--- config.mk ---
export PLATFORM = sky130hd
export DESIGN_NAME = fetch_stage
export DESIGN_NICKNAME = d
export VERILOG_FILES = /design/src/rtl/fetch_stage.sv
export SDC_FILE = /design/constraint.sdc
export NUM_CORES = 1
export LEC_CHECK = 0
export CAP_MARGIN = 20
export CORE_AREA = 2 2 107 109
export CTS_BUF_LIST = sky130_fd_sc_hd__clkbuf_8
export CTS_CLUSTER_SIZE = 40
export DETAILED_ROUTE_END_ITERATION = 7
export DIE_AREA = 0 0 109 111
export PLACE_DENSITY = 0.89
export SYNTH_ARGS = -nofsm -noshare
export SYNTH_HDL_FRONTEND = slang
export SYNTH_SLANG_ARGS = --single-unit
--- constraint.sdc ---
create_clock -name clk -period 5.1 [get_ports clk]
set_clock_uncertainty 0.1 [all_clocks]
set_input_delay 0.51 -clock clk [delete_from_list [all_inputs] [get_ports clk]]
set_output_delay 0.51 -clock clk [all_outputs]
set_load 0.05 [all_outputs]
--- src/rtl/fetch_stage.sv ---
// Instruction fetch stage: owns the PC, drives the synchronous-read instruction
// memory and registers each fetched instruction and its PC at the F/D boundary.
module fetch_stage #(
    parameter logic [31:0] RESET_PC = 32'h0000_0000,
    parameter int          IMEM_AW  = 12,
    parameter logic [31:0] NOP      = 32'h0000_0013
) (
    input  logic               clk,
    input  logic               rst,
    input  logic               stall,
    input  logic               redirect_valid,
    input  logic [31:0]        redirect_pc,
    output logic               imem_en,
    output logic [IMEM_AW-1:0] imem_addr,
    input  logic [31:0]        imem_dout,
    output logic [31:0]        inst_out,
    output logic [31:0]        pc_out,
    output logic               inst_valid,
    output logic [31:0]        fetch_count
);

    typedef enum logic {BOOT, RUN} state_t;

    state_t      state, state_next;
    logic [31:0] pc_f;
    logic [31:0] pc_seq;
    logic [31:0] redirect_aligned;

    assign pc_seq           = pc_f + 32'd4;
    assign redirect_aligned = redirect_pc & ~32'h3;
    assign imem_en          = !rst;

    // imem_addr always names the word whose data must be on imem_dout next
    // cycle, which is the PC that pc_f will hold after this edge.
    always_comb begin
        // NOTE: every always_comb output gets a default first so no path can infer a latch.
        imem_addr  = pc_f[IMEM_AW+1:2];
        state_next = state;
        if (redirect_valid) begin
            imem_addr  = redirect_pc[IMEM_AW+1:2];
            state_next = RUN;
        end else if (stall) begin
            state_next = RUN;
        end else if (state == BOOT) begin
            state_next = RUN;
        end else begin
            imem_addr = pc_seq[IMEM_AW+1:2];
        end
    end

    // NOTE: sequential state uses non-blocking assignments only, so every register samples pre-edge values.
    always_ff @(posedge clk) begin
        if (rst) begin
            state       <= BOOT;
            pc_f        <= RESET_PC;
            inst_out    <= NOP;
            pc_out      <= 32'd0;
            inst_valid  <= 1'b0;
            fetch_count <= 32'd0;
        end else begin
            state <= state_next;
            if (redirect_valid) begin
                // The word on imem_dout this cycle is wrong-path: replace it with a bubble.
                pc_f       <= redirect_aligned;
                inst_out   <= NOP;
                pc_out     <= 32'd0;
                inst_valid <= 1'b0;
            end else if (!stall) begin
                if (state == BOOT) begin
                    inst_out   <= NOP;
                    pc_out     <= 32'd0;
                    inst_valid <= 1'b0;
                end else begin
                    inst_out    <= imem_dout;
                    pc_out      <= pc_f;
                    inst_valid  <= 1'b1;
                    fetch_count <= fetch_count + 32'd1;
                    pc_f        <= pc_seq;
                end
            end
        end
    end

endmodule

==> metrics.yaml, run 1 <==
sta:
  slew_violations: 0
  hold_viol: 0
  period_minus_slack_ns: 4.01
  tns_ns: 0
  setup-violations-final: 0
  fmax_mhz: 250
  worst_pin_slew_ns: 0.938
  slew_headroom: 0.369
  period_share: 0.786
  grt_setup_unrepaired: "no"
cells_and_area:
  insertedDiodeCount: 0
  regArea_mm2: 0.00252
  fill_cells: 871
  drive_above_1_share: 0.0545
  area_growth_pct: 39.1
  multi_input_comb_area_mm2: 0.00272
  fin_nets: 850
  fin_cells: 932
synthesis:
  synth.most_common_cell: "dfxtp_1"
  async_flop_share: 0
  syn_avg_cell_area_um2: 8.68
  synthTopCellsByArea: "dfxtp_1 (46%), a22oi_1 (7.8%), nor2_1 (6.2%)"
  netlist_area_mm2: 0.00547
  syn_inst: 631
  yosysSeqAreaShare: 0.461
  ys_warn_count: 0
  synth_commonest_cells: "dfxtp_1 (126), nor2_1 (91), a22oi_1 (57)"
  ys_types: 41
  synthFlopType: "dfxtp_1"
  synth.top_cell.area_share: 0.461
  yosys.area.top_type: "dfxtp_1"
  synth-edff-count: 0
  synth_seq_cells: 126
global_routing:
  grt_max_degree: 67
  grt_pass1_wl_um: 24700
  grt_overflow: 0
  grt_pass1_vias: 5146
  grt_usage: 0.255
  antenna_found_initial: 0
setup_path:
  critPathMaxStageDelay_ns: 0.84
  r2r-start: "fetch_count[4]"
  arrival_ns: 3.40
  crit_start: "state"
  cp.required_ns: 4.49
  crit_fanout: 7
  cp-end-kind: "output port"
  crit_type: "flop to output port"
  path_cells: "nand3b_1, nor4_1, a311oi_1, nor3_1, clkdlybuf4s50_1"
  setup.worst_path.start_class: "flop"
  slowest_stage: "clkdlybuf4s50_1"
power:
  seqPwrFrac: 0.500
  power_mw: 2.09
  p_int_mw: 1.53
  swShare: 0.266
  ir_worst_vdd_mv: 0.159
  switchingPower_uw: 555
  clkPwrFrac: 0.369
  p_leak_nw: 2.54
  cellPowerDensity_mw_per_mm2: 274
  p_comb_frac: 0.130
job:
  max_cap_violations: 0
die:
  die_x_um: 109
  initial_core_util: 0.494
  core_area_mm2: 0.0111
  die_height_um: 111
  io-pin-count: 178
  rows: 39
  dieArea_mm2: 0.0121
routing:
  first_iter_violations: 442
  ant_nets: 0
  first_pass_iters: 5
  wirelength_um: 15900
  vias: 5584
  routed_via_density: 5.99
  routedWlPerCell_um: 17.1
  drc: 0
min_path:
  holdCritStartpoint: "rst"
  hold_path.class: "input pin to flop"
run_status:
  status: "completed"
clock_network:
  cts.path.max_buffers: 2
  clock-root-buffer: "clkbuf_8"
  postCtsSetupRepairBufs: 0
  path_clk_slew_ns: 0.07
  clock-sinks: 126
  cts_resized: 0
  clk_latency_ns: 0.43
  cts_tree: "built"
  cts_buffers: 17
  cts.htree.levels: 4
  cts_hold_buf: 0
place:
  dpl.cell_count: 901
  hpwlAfterDp_um: 10800
  place_congestion: 0.858
  port_buffers: 173
-- metal layers --
| metal | global-route usage | routed length [um] |
|---|---|---|
| met1 | 0.313 | 6550 |
| met2 | 0.423 | 7810 |
| met3 | 0.0564 | 1190 |
| met4 | 0.113 | 384 |
| met5 | 0 | 0 |
-- kinds of logic (layout without fill, tap and decap cells) --
family                   after synthesis  in the layout  share of synthesized area
buffers and inverters                 64            221                     0.0457
other                                  1              2                   0.000685
AO/OA/AOI/OAI                        167            167                      0.211
flip-flops                           126            126                      0.461
AND/OR/NAND/NOR                      249            249                      0.241
XOR/XNOR                              18             18                     0.0288
multiplexers                           3              3                    0.00549
adder cells (fa/ha/maj)                3              3                    0.00686
-- worst paths after layout --
check | end | slack, ns | depth (start not counted)
setup / recovery | imem_addr[11] | 1.09 | 5
hold / removal | pc_f[19] | 0.30 | 2
setup reg to reg | fetch_count[24] | 2.50 | 4
hold reg to reg | inst_valid | 0.38 | 2
-- registers in the layout, summed over array words and instances, names as in the netlist --
name	count
inst_valid	1
state	1
pc_out	30
pc_f	30
inst_out	32
fetch_count	32
-- cells in the final DEF (no fill, tap or decap), drive strengths merged, types with 2 or more instances in the layout --
master         netlist  routed
o31ai               27      27
inv                 11      13
nand3b               3       3
mux2i                3       3
nand2               30      30
buf                  9      10
a22oi               57      57
ha                   3       3
a2111oi              2       2
a311oi              12      12
and4                11      11
conb                 1       2
a211oi              13      13
clkinv               0       4
and2                 5       5
nor3                 5       5
xor2                12      12
clkinvlp             0       2
xnor2                6       6
nor4                 6       6
and3                10      10
a32oi                3       3
a21oi               33      33
nand3               21      21
or4                 32      32
o22ai                3       3
nor2                91      91
or3                  9       9
o21ai               15      15
clkbuf              44      20
nand4               22      22
dfxtp              126     126
clkdlybuf4s50        0     171
-- power by group through the flow --
stage / Combinational [mW] / Sequential (mW) / Clock, mW
finish: 0.271 / 1.04 / 0.771
global route: 0.289 / 1.05 / 0.828
CTS: 0.267 / 1.04 / 0.779
detailed placement: 0.266 / 1.06 / 0
global placement: 0.260 / 1.06 / 0
floorplan: 0.132 / 1.08 / 0
-- layout make-up --
type,instances,share of cell area
inverters,11,0.00542
clock inverters,9,0.00953
multi-input cells,442,0.357
flip-flops and latches,126,0.331
well taps,143,0.0235
repair buffers,181,0.237
clock buffers,20,0.0362
-- metrics by stage --
stage | hold WS (ns) | area [um^2] | utilization | setup WS [ns]
6_report | 0.295 | 7610 | 0.687 | 1.09
2_1_floorplan | 0.373 | 5480 | - | 1.85
3_3_place_gp | 0.360 | 7220 | 0.652 | 1.43
3_5_place_dp | 0.371 | 7220 | 0.652 | 1.41
5_1_grt | 0.294 | 7610 | 0.687 | 0.828
4_1_cts | 0.383 | 7570 | 0.684 | 1.14
-- worst max-delay path, delay by kind of cell (launching register included) --
family / cells / cell delay, ns
simple gates: 3 / 1.37
compound gates: 1 / 0.28
buf+inv: 1 / 0.84
flops: 1 / 0.49
Note: power is estimated with default switching activity, not from simulation.
==> inputs of run 2 (changes only) <==
CORE_AREA = 2 2 110 112   (was 2 2 107 109)
DIE_AREA = 0 0 112 114   (was 0 0 109 111)
PLACE_DENSITY = 0.85   (was 0.89)
clock period = 3.95 ns   (was 5.1 ns; I/O delays follow)
==> run 2 against run 1 <==
Combinational power grew 38%. Final area grew 2.7%. Via count grew 0.61%. Setup slack lost 0.24 ns. Highest routed layer unchanged.
==> metrics.yaml, run 2 (same netlist as run 1, synthesis figures left out) <==
min_path:
  hold_path.class: "input pin to flop"  # unchanged
run_status:
  status: "completed"  # unchanged
clock_network:
  clock-root-buffer: "clkbuf_8"  # unchanged
  clock-sinks: 126  # unchanged
  clk_latency_ns: 0.45  # was 0.43 ns
  cts_buffers: 17  # unchanged
  postCtsSetupRepairBufs: 0  # unchanged
  cts_hold_buf: 0  # unchanged
  cts_tree: "built"  # unchanged
  path_clk_slew_ns: 0.07  # about the same
  cts.path.max_buffers: 2  # unchanged
  cts.htree.levels: 4  # unchanged
  cts_resized: 0  # unchanged
die:
  die_x_um: 112  # was 109 um
  die_height_um: 114  # was 111 um
  io-pin-count: 178  # unchanged
  rows: 40  # was 39
  dieArea_mm2: 0.0128  # was 0.0121 mm^2
  initial_core_util: 0.467  # was 0.494
  core_area_mm2: 0.0117  # was 0.0111 mm^2
setup_path:
  r2r_slack_ns: 1.26  # was 2.50 ns
  crit_path_end: "imem_addr[10]"  # was imem_addr[11]
  arrival_ns: 2.60  # was 3.40 ns
  critical_path_buf_inv_count: 1  # unchanged
  r2r-start: "state"  # was fetch_count[4]
  reg2reg_to: "fetch_count[25]"  # was fetch_count[24]
  crit_family: "simple AND/OR/NAND/NOR gates"  # unchanged
  cp-end-kind: "output port"  # unchanged
  slowest_stage: "dfxtp_1"  # was clkdlybuf4s50_1
  setup.worst_path.start_class: "flop"  # unchanged
  crit_type: "flop to output port"  # unchanged
  crit_fanout: 11  # was 7
  rr_worst_depth: 4  # unchanged
  cp.depth: 6  # was 5
  critPathMaxStageDelay_ns: 0.43  # was 0.84 ns
  cp.required_ns: 3.45  # was 4.49 ns
  path_cells: "ha_1, and4b_1, nand4_1, xor2_1, a21oi_1, buf_12"  # was nand3b_1, nor4_1, a311oi_1, nor3_1, clkdlybuf4s50_1
  crit_start: "pc_f[2]"  # was state
routing:
  first_iter_violations: 494  # was 442
  routed_via_density: 5.97  # was 5.99
  drc: 0  # unchanged
  vias: 5618  # was 5,584
  routedWlPerCell_um: 16.9  # was 17.1 um
  wirelength_um: 15900  # about the same
  first_pass_iters: 6  # was 5
  ant_nets: 0  # unchanged
power:
  p_comb_frac: 0.126  # was 0.130
  p_int_mw: 2.19  # was 1.53 mW
  clkPwrFrac: 0.421  # was 0.369
  switchingPower_uw: 781  # was 555 uW
  ir_worst_vdd_mv: 0.198  # was 0.159 mV
  swShare: 0.263  # was 0.266
  cellPowerDensity_mw_per_mm2: 380  # was 274 mW/mm^2
  p_leak_nw: 2.63  # was 2.54 nW
  seqPwrFrac: 0.453  # was 0.500
sta:
  tns_ns: 0  # unchanged
  worst_pin_slew_ns: 0.878  # was 0.938 ns
  worst_slack_ns: 0.853  # was 1.09 ns
  slew_violations: 0  # unchanged
  setup-violations-final: 0  # unchanged
  period_minus_slack_ns: 3.10
  period_share: 0.784
  fmax_mhz: 323
  hold_viol: 0  # unchanged
  grt_setup_unrepaired: "no"  # unchanged
  slew_headroom: 0.413  # was 0.369
cells_and_area:
  insertedDiodeCount: 0  # unchanged
  layout_common_cells: "clkdlybuf4s50_1 (161), dfxtp_1 (126), nor2_1 (91)"  # was clkdlybuf4s50_1 (171), dfxtp_1 (126), nor2_1 (91)
  reg_top3: "fetch_count: 32 flops, inst_out: 32 flops"  # unchanged
  area_growth_pct: 42.9  # was 39.1%
  fill_cells: 958  # was 871
  fin_nets: 852  # was 850
  drive_above_1_share: 0.0756  # was 0.0545
  utilization: 0.668  # was 0.687
  layout_commonest_cell: "clkdlybuf4s50_1"  # unchanged
place:
  hpwlAfterDp_um: 11100  # was 10,800 um
  place_congestion: 0.867  # was 0.858
  dp_worst_setup_slack_ns: 0.779  # was 1.41 ns
  port_buffers: 173  # unchanged
job:
  max_cap_violations: 0  # unchanged
global_routing:
  grt_overflow: 0  # unchanged
  antenna_found_initial: 0  # unchanged
  grt_usage: 0.248  # was 0.255
  grt_pass1_wl_um: 26000  # was 24,700 um
  grt_max_degree: 62  # was 67
  grt_pass1_vias: 5319  # was 5,146
-- run 2: worst reg2reg max path, cell delays in order, from the launching register on --
cell	delay, ns
dfxtp_1	0.46
nor3b_1	0.50
nand4_1	0.65
or4_1	0.71
a21oi_1	0.19
-- run 2: through the flow --
stage | hold slack [ns] | total power, mW | area (um^2) | cells
global route | 0.233 | 3.07 | 7820 | 941
finish | 0.217 | 2.97 | 7820 | 941
global placement | 0.362 | 1.74 | 7370 | 909
CTS | 0.206 | 2.98 | 7820 | 941
floorplan | 0.373 | 1.57 | 5480 | 632
detailed placement | 0.362 | 1.75 | 7370 | 909
-- run 2: area by class of cell --
| class | count | area [um^2] | area share |
|---|---|---|---|
| sequential | 126 | 2520 | 0.323 |
| inverter | 11 | 41.3 | 0.00528 |
| multi-input combinational | 442 | 2720 | 0.347 |
| timing repair buffer | 183 | 1910 | 0.244 |
| clock buffer | 19 | 262 | 0.0334 |
| clock inverter | 13 | 186 | 0.0238 |
| tap | 147 | 184 | 0.0235 |
-- run 2: routing by layer --
metal	vias up	GRT usage	share of wire
met3	51	0.0606	0.065
met1	2644	0.307	0.41
met4	0	0.112	0.034
met5	-	0	0
li1	2678	-	-
met2	245	0.413	0.49
-- run 2: power by group through the flow --
stage	Combinational, mW	Clock, mW	Sequential (mW)
2_1_floorplan	0.171	0	1.40
3_3_place_gp	0.365	0	1.37
3_5_place_dp	0.371	0	1.37
4_1_cts	0.374	1.26	1.34
5_1_grt	0.395	1.33	1.35
6_report	0.373	1.25	1.35
-- run 2: worst min-delay path by stage --
stage,from,end,slack [ns],cells after the start
2_1_floorplan,pc_f[31],pc_out[31],0.37,2
3_3_place_gp,pc_out[4],pc_out[4],0.36,2
3_5_place_dp,pc_out[4],pc_out[4],0.36,2
4_1_cts,rst,state,0.21,2
5_1_grt,rst,state,0.23,2
6_report,rst,state,0.22,2
==> inputs of run 3 (changes only) <==
clock period = 2.9 ns   (was 3.95 ns; I/O delays follow)
==> run 3 against run 2 <==
Clock power increased by 8%. Highest routed layer unchanged. Setup slack got worse by 0.70 ns. Wire length grew 1.9%. Die area did not move. Final cell count increased by 0.85%. Non-clock buffer count up 9. Sequential power rose by 36%. Sequential cell count unchanged.
==> metrics.yaml, run 3 (same netlist as run 1, synthesis figures left out) <==
setup_path:
  critPathMaxStageDelay_ns: 0.68  # was 0.43 ns
  slowest_stage: "or4_4"  # was dfxtp_1
  cp.depth: 5  # was 6
  crit_fanout: 10  # was 11
  crit_path_end: "imem_addr[11]"  # was imem_addr[10]
  cp-end-kind: "output port"  # unchanged
  crit_type: "flop to output port"  # unchanged
  critical_path_buf_inv_count: 1  # unchanged
  setup.worst_path.start_class: "flop"  # unchanged
  cp.required_ns: 2.51  # was 3.45 ns
  rr_worst_depth: 5  # was 4
  r2r-start: "state"  # unchanged
  crit_start: "state"  # was pc_f[2]
  arrival_ns: 2.36  # was 2.60 ns
  r2r_slack_ns: 0.47  # was 1.26 ns
  crit_family: "simple AND/OR/NAND/NOR gates"  # unchanged
  reg2reg_to: "pc_f[27]"  # was fetch_count[25]
  path_cells: "nand3b_1, or4_4, nor4b_2, nor3_1, buf_12"  # was ha_1, and4b_1, nand4_1, xor2_1, a21oi_1, buf_12
cells_and_area:
  insertedDiodeCount: 0  # unchanged
  drive_above_1_share: 0.0898  # was 0.0756
  area_growth_pct: 43.0  # was 42.9%
  layout_commonest_cell: "clkdlybuf4s50_1"  # unchanged
  fin_nets: 861  # was 852
  reg_top3: "fetch_count: 32 flops, inst_out: 32 flops"  # unchanged
  layout_common_cells: "clkdlybuf4s50_1 (159), dfxtp_1 (125), nor2_1 (91)"  # was clkdlybuf4s50_1 (161), dfxtp_1 (126), nor2_1 (91)
  final_cell_area_mm2: 0.00783  # was 0.00782 mm^2
run_status:
  status: "completed"  # unchanged
global_routing:
  grtUsageMet1: 0.298  # was 0.307
  use_met3: 0.0473  # was 0.0606
  grt_usage: 0.246  # was 0.248
  grt_overflow: 0  # unchanged
  grt_pass1_wl_um: 25700  # was 26,000 um
  antenna_found_initial: 0  # unchanged
  grt_pass1_vias: 5391  # was 5,319
  grt_max_degree: 61  # was 62
  busiest_layer: "met2"  # unchanged
  grtUsageMet2: 0.431  # was 0.413
sta:
  fmax_mhz: 364
  period_minus_slack_ns: 2.75
  hold_viol: 0  # unchanged
  holdWs_ns: 0.130  # was 0.217 ns
  grt_setup_unrepaired: "no"  # unchanged
  period_share: 0.948
  slew_violations: 0  # unchanged
  slew_headroom: 0.567  # was 0.413
  worst_pin_slew_ns: 0.649  # was 0.878 ns
  setup-violations-final: 0  # unchanged
  tns_ns: 0  # unchanged
min_path:
  hold_path.class: "input pin to flop"  # unchanged
  holdCritStartpoint: "rst"  # unchanged
clock_network:
  cts.path.max_buffers: 2  # unchanged
  clock-root-buffer: "clkbuf_8"  # unchanged
  cts_tree: "built"  # unchanged
  clk_latency_ns: 0.43  # was 0.45 ns
  cts_buffers: 17  # unchanged
  cts.htree.levels: 4  # unchanged
  path_clk_slew_ns: 0.07  # about the same
  clock-sinks: 126  # unchanged
  cts_hold_buf: 0  # unchanged
die:
  core_area_mm2: 0.0117  # unchanged
  die_x_um: 112  # unchanged
  initial_core_util: 0.467  # unchanged
  dieArea_mm2: 0.0128  # unchanged
  rows: 40  # unchanged
  die_height_um: 114  # unchanged
  io-pin-count: 178  # unchanged
place:
  hpwlAfterDp_um: 11300  # was 11,100 um
  post_dp_cell_area_mm2: 0.00743  # was 0.00737 mm^2
  place_congestion: 0.861  # was 0.867
  port_buffers: 173  # unchanged
routing:
  routedWlPerCell_um: 17.1  # was 16.9 um
  drc: 0  # unchanged
  wirelength_um: 16200  # was 15,900 um
  routed_via_density: 6.01  # was 5.97
  first_iter_violations: 420  # was 494
  first_pass_iters: 5  # was 6
  ant_nets: 0  # unchanged
  vias: 5701  # was 5,618
job:
  max_cap_violations: 0  # unchanged
power:
  power_mw: 3.71  # was 2.97 mW
  p_int_mw: 2.69  # was 2.19 mW
  ir_worst_vdd_mv: 0.230  # was 0.198 mV
  p_leak_nw: 2.65  # was 2.63 nW
  switchingPower_mw: 1.02  # was 781 uW
  cellPowerDensity_mw_per_mm2: 474  # was 380 mW/mm^2
  p_comb_frac: 0.139  # was 0.126
  clkPwrFrac: 0.365  # was 0.421
  seqPwrFrac: 0.495  # was 0.453
  swShare: 0.275  # was 0.263
[run 3: area by class of cell]
class	instances	area, um^2
clock buffers	18	248
clock inverters	13	103
fillers	941	3880
inverters	11	41.3
multi-input cells	442	2730
flip-flops and latches	126	2520
well taps	147	184
repair buffers	192	2000
[run 3: metrics by stage]
step	std cells	utilization	setup WS, ns
after floorplan	632	-	0.0543
after global placement	914	0.634	0.358
after detailed placement	914	0.634	0.253
after CTS	946	0.665	0.0566
after global routing	949	0.668	0.0326
final	949	0.668	0.152
[run 3: what timing repair did]
| item | in CTS | in global routing |
|---|---|---|
| setup buffers | 1 | 3 |
| pin swaps | 1 | 2 |
| resized for setup | 1 | 3 |
| endpoints found under the setup margin | 2 | 3 |
[run 3: per-layer routing]
| layer | share of wire | wire [um] |
|---|---|---|
| met5 | 0 | 0 |
| met2 | 0.51 | 8250 |
| met1 | 0.41 | 6720 |
| met3 | 0.057 | 923 |
| met4 | 0.022 | 355 |
[run 3: how the worst min path moves through the flow]
stage                   to  slack [ns]  cells after the start
2_1_floorplan  inst_out[0]        0.33                      2
3_5_place_dp    inst_valid        0.37                      2
6_report             state        0.13                      2
4_1_cts              state        0.11                      2
3_3_place_gp    inst_valid        0.36                      2
5_1_grt              state        0.13                      2
[run 3: worst register-to-register path, cell delays in order, from the launching register on]
cell,delay (ns)
dfxtp_2,0.41
nand3b_1,0.22
or4_4,0.68
buf_4,0.19
or4_1,0.51
a311oi_1,0.24
[run 3: power by group through the flow]
| stage | registers (mW) | logic (mW) | clock network [mW] |
|---|---|---|---|
| after floorplan | 1.90 | 0.233 | 0 |
| after global placement | 1.87 | 0.505 | 0 |
| after detailed placement | 1.87 | 0.514 | 0 |
| after CTS | 1.83 | 0.516 | 1.38 |
| after global routing | 1.84 | 0.547 | 1.45 |
| final | 1.84 | 0.516 | 1.35 |
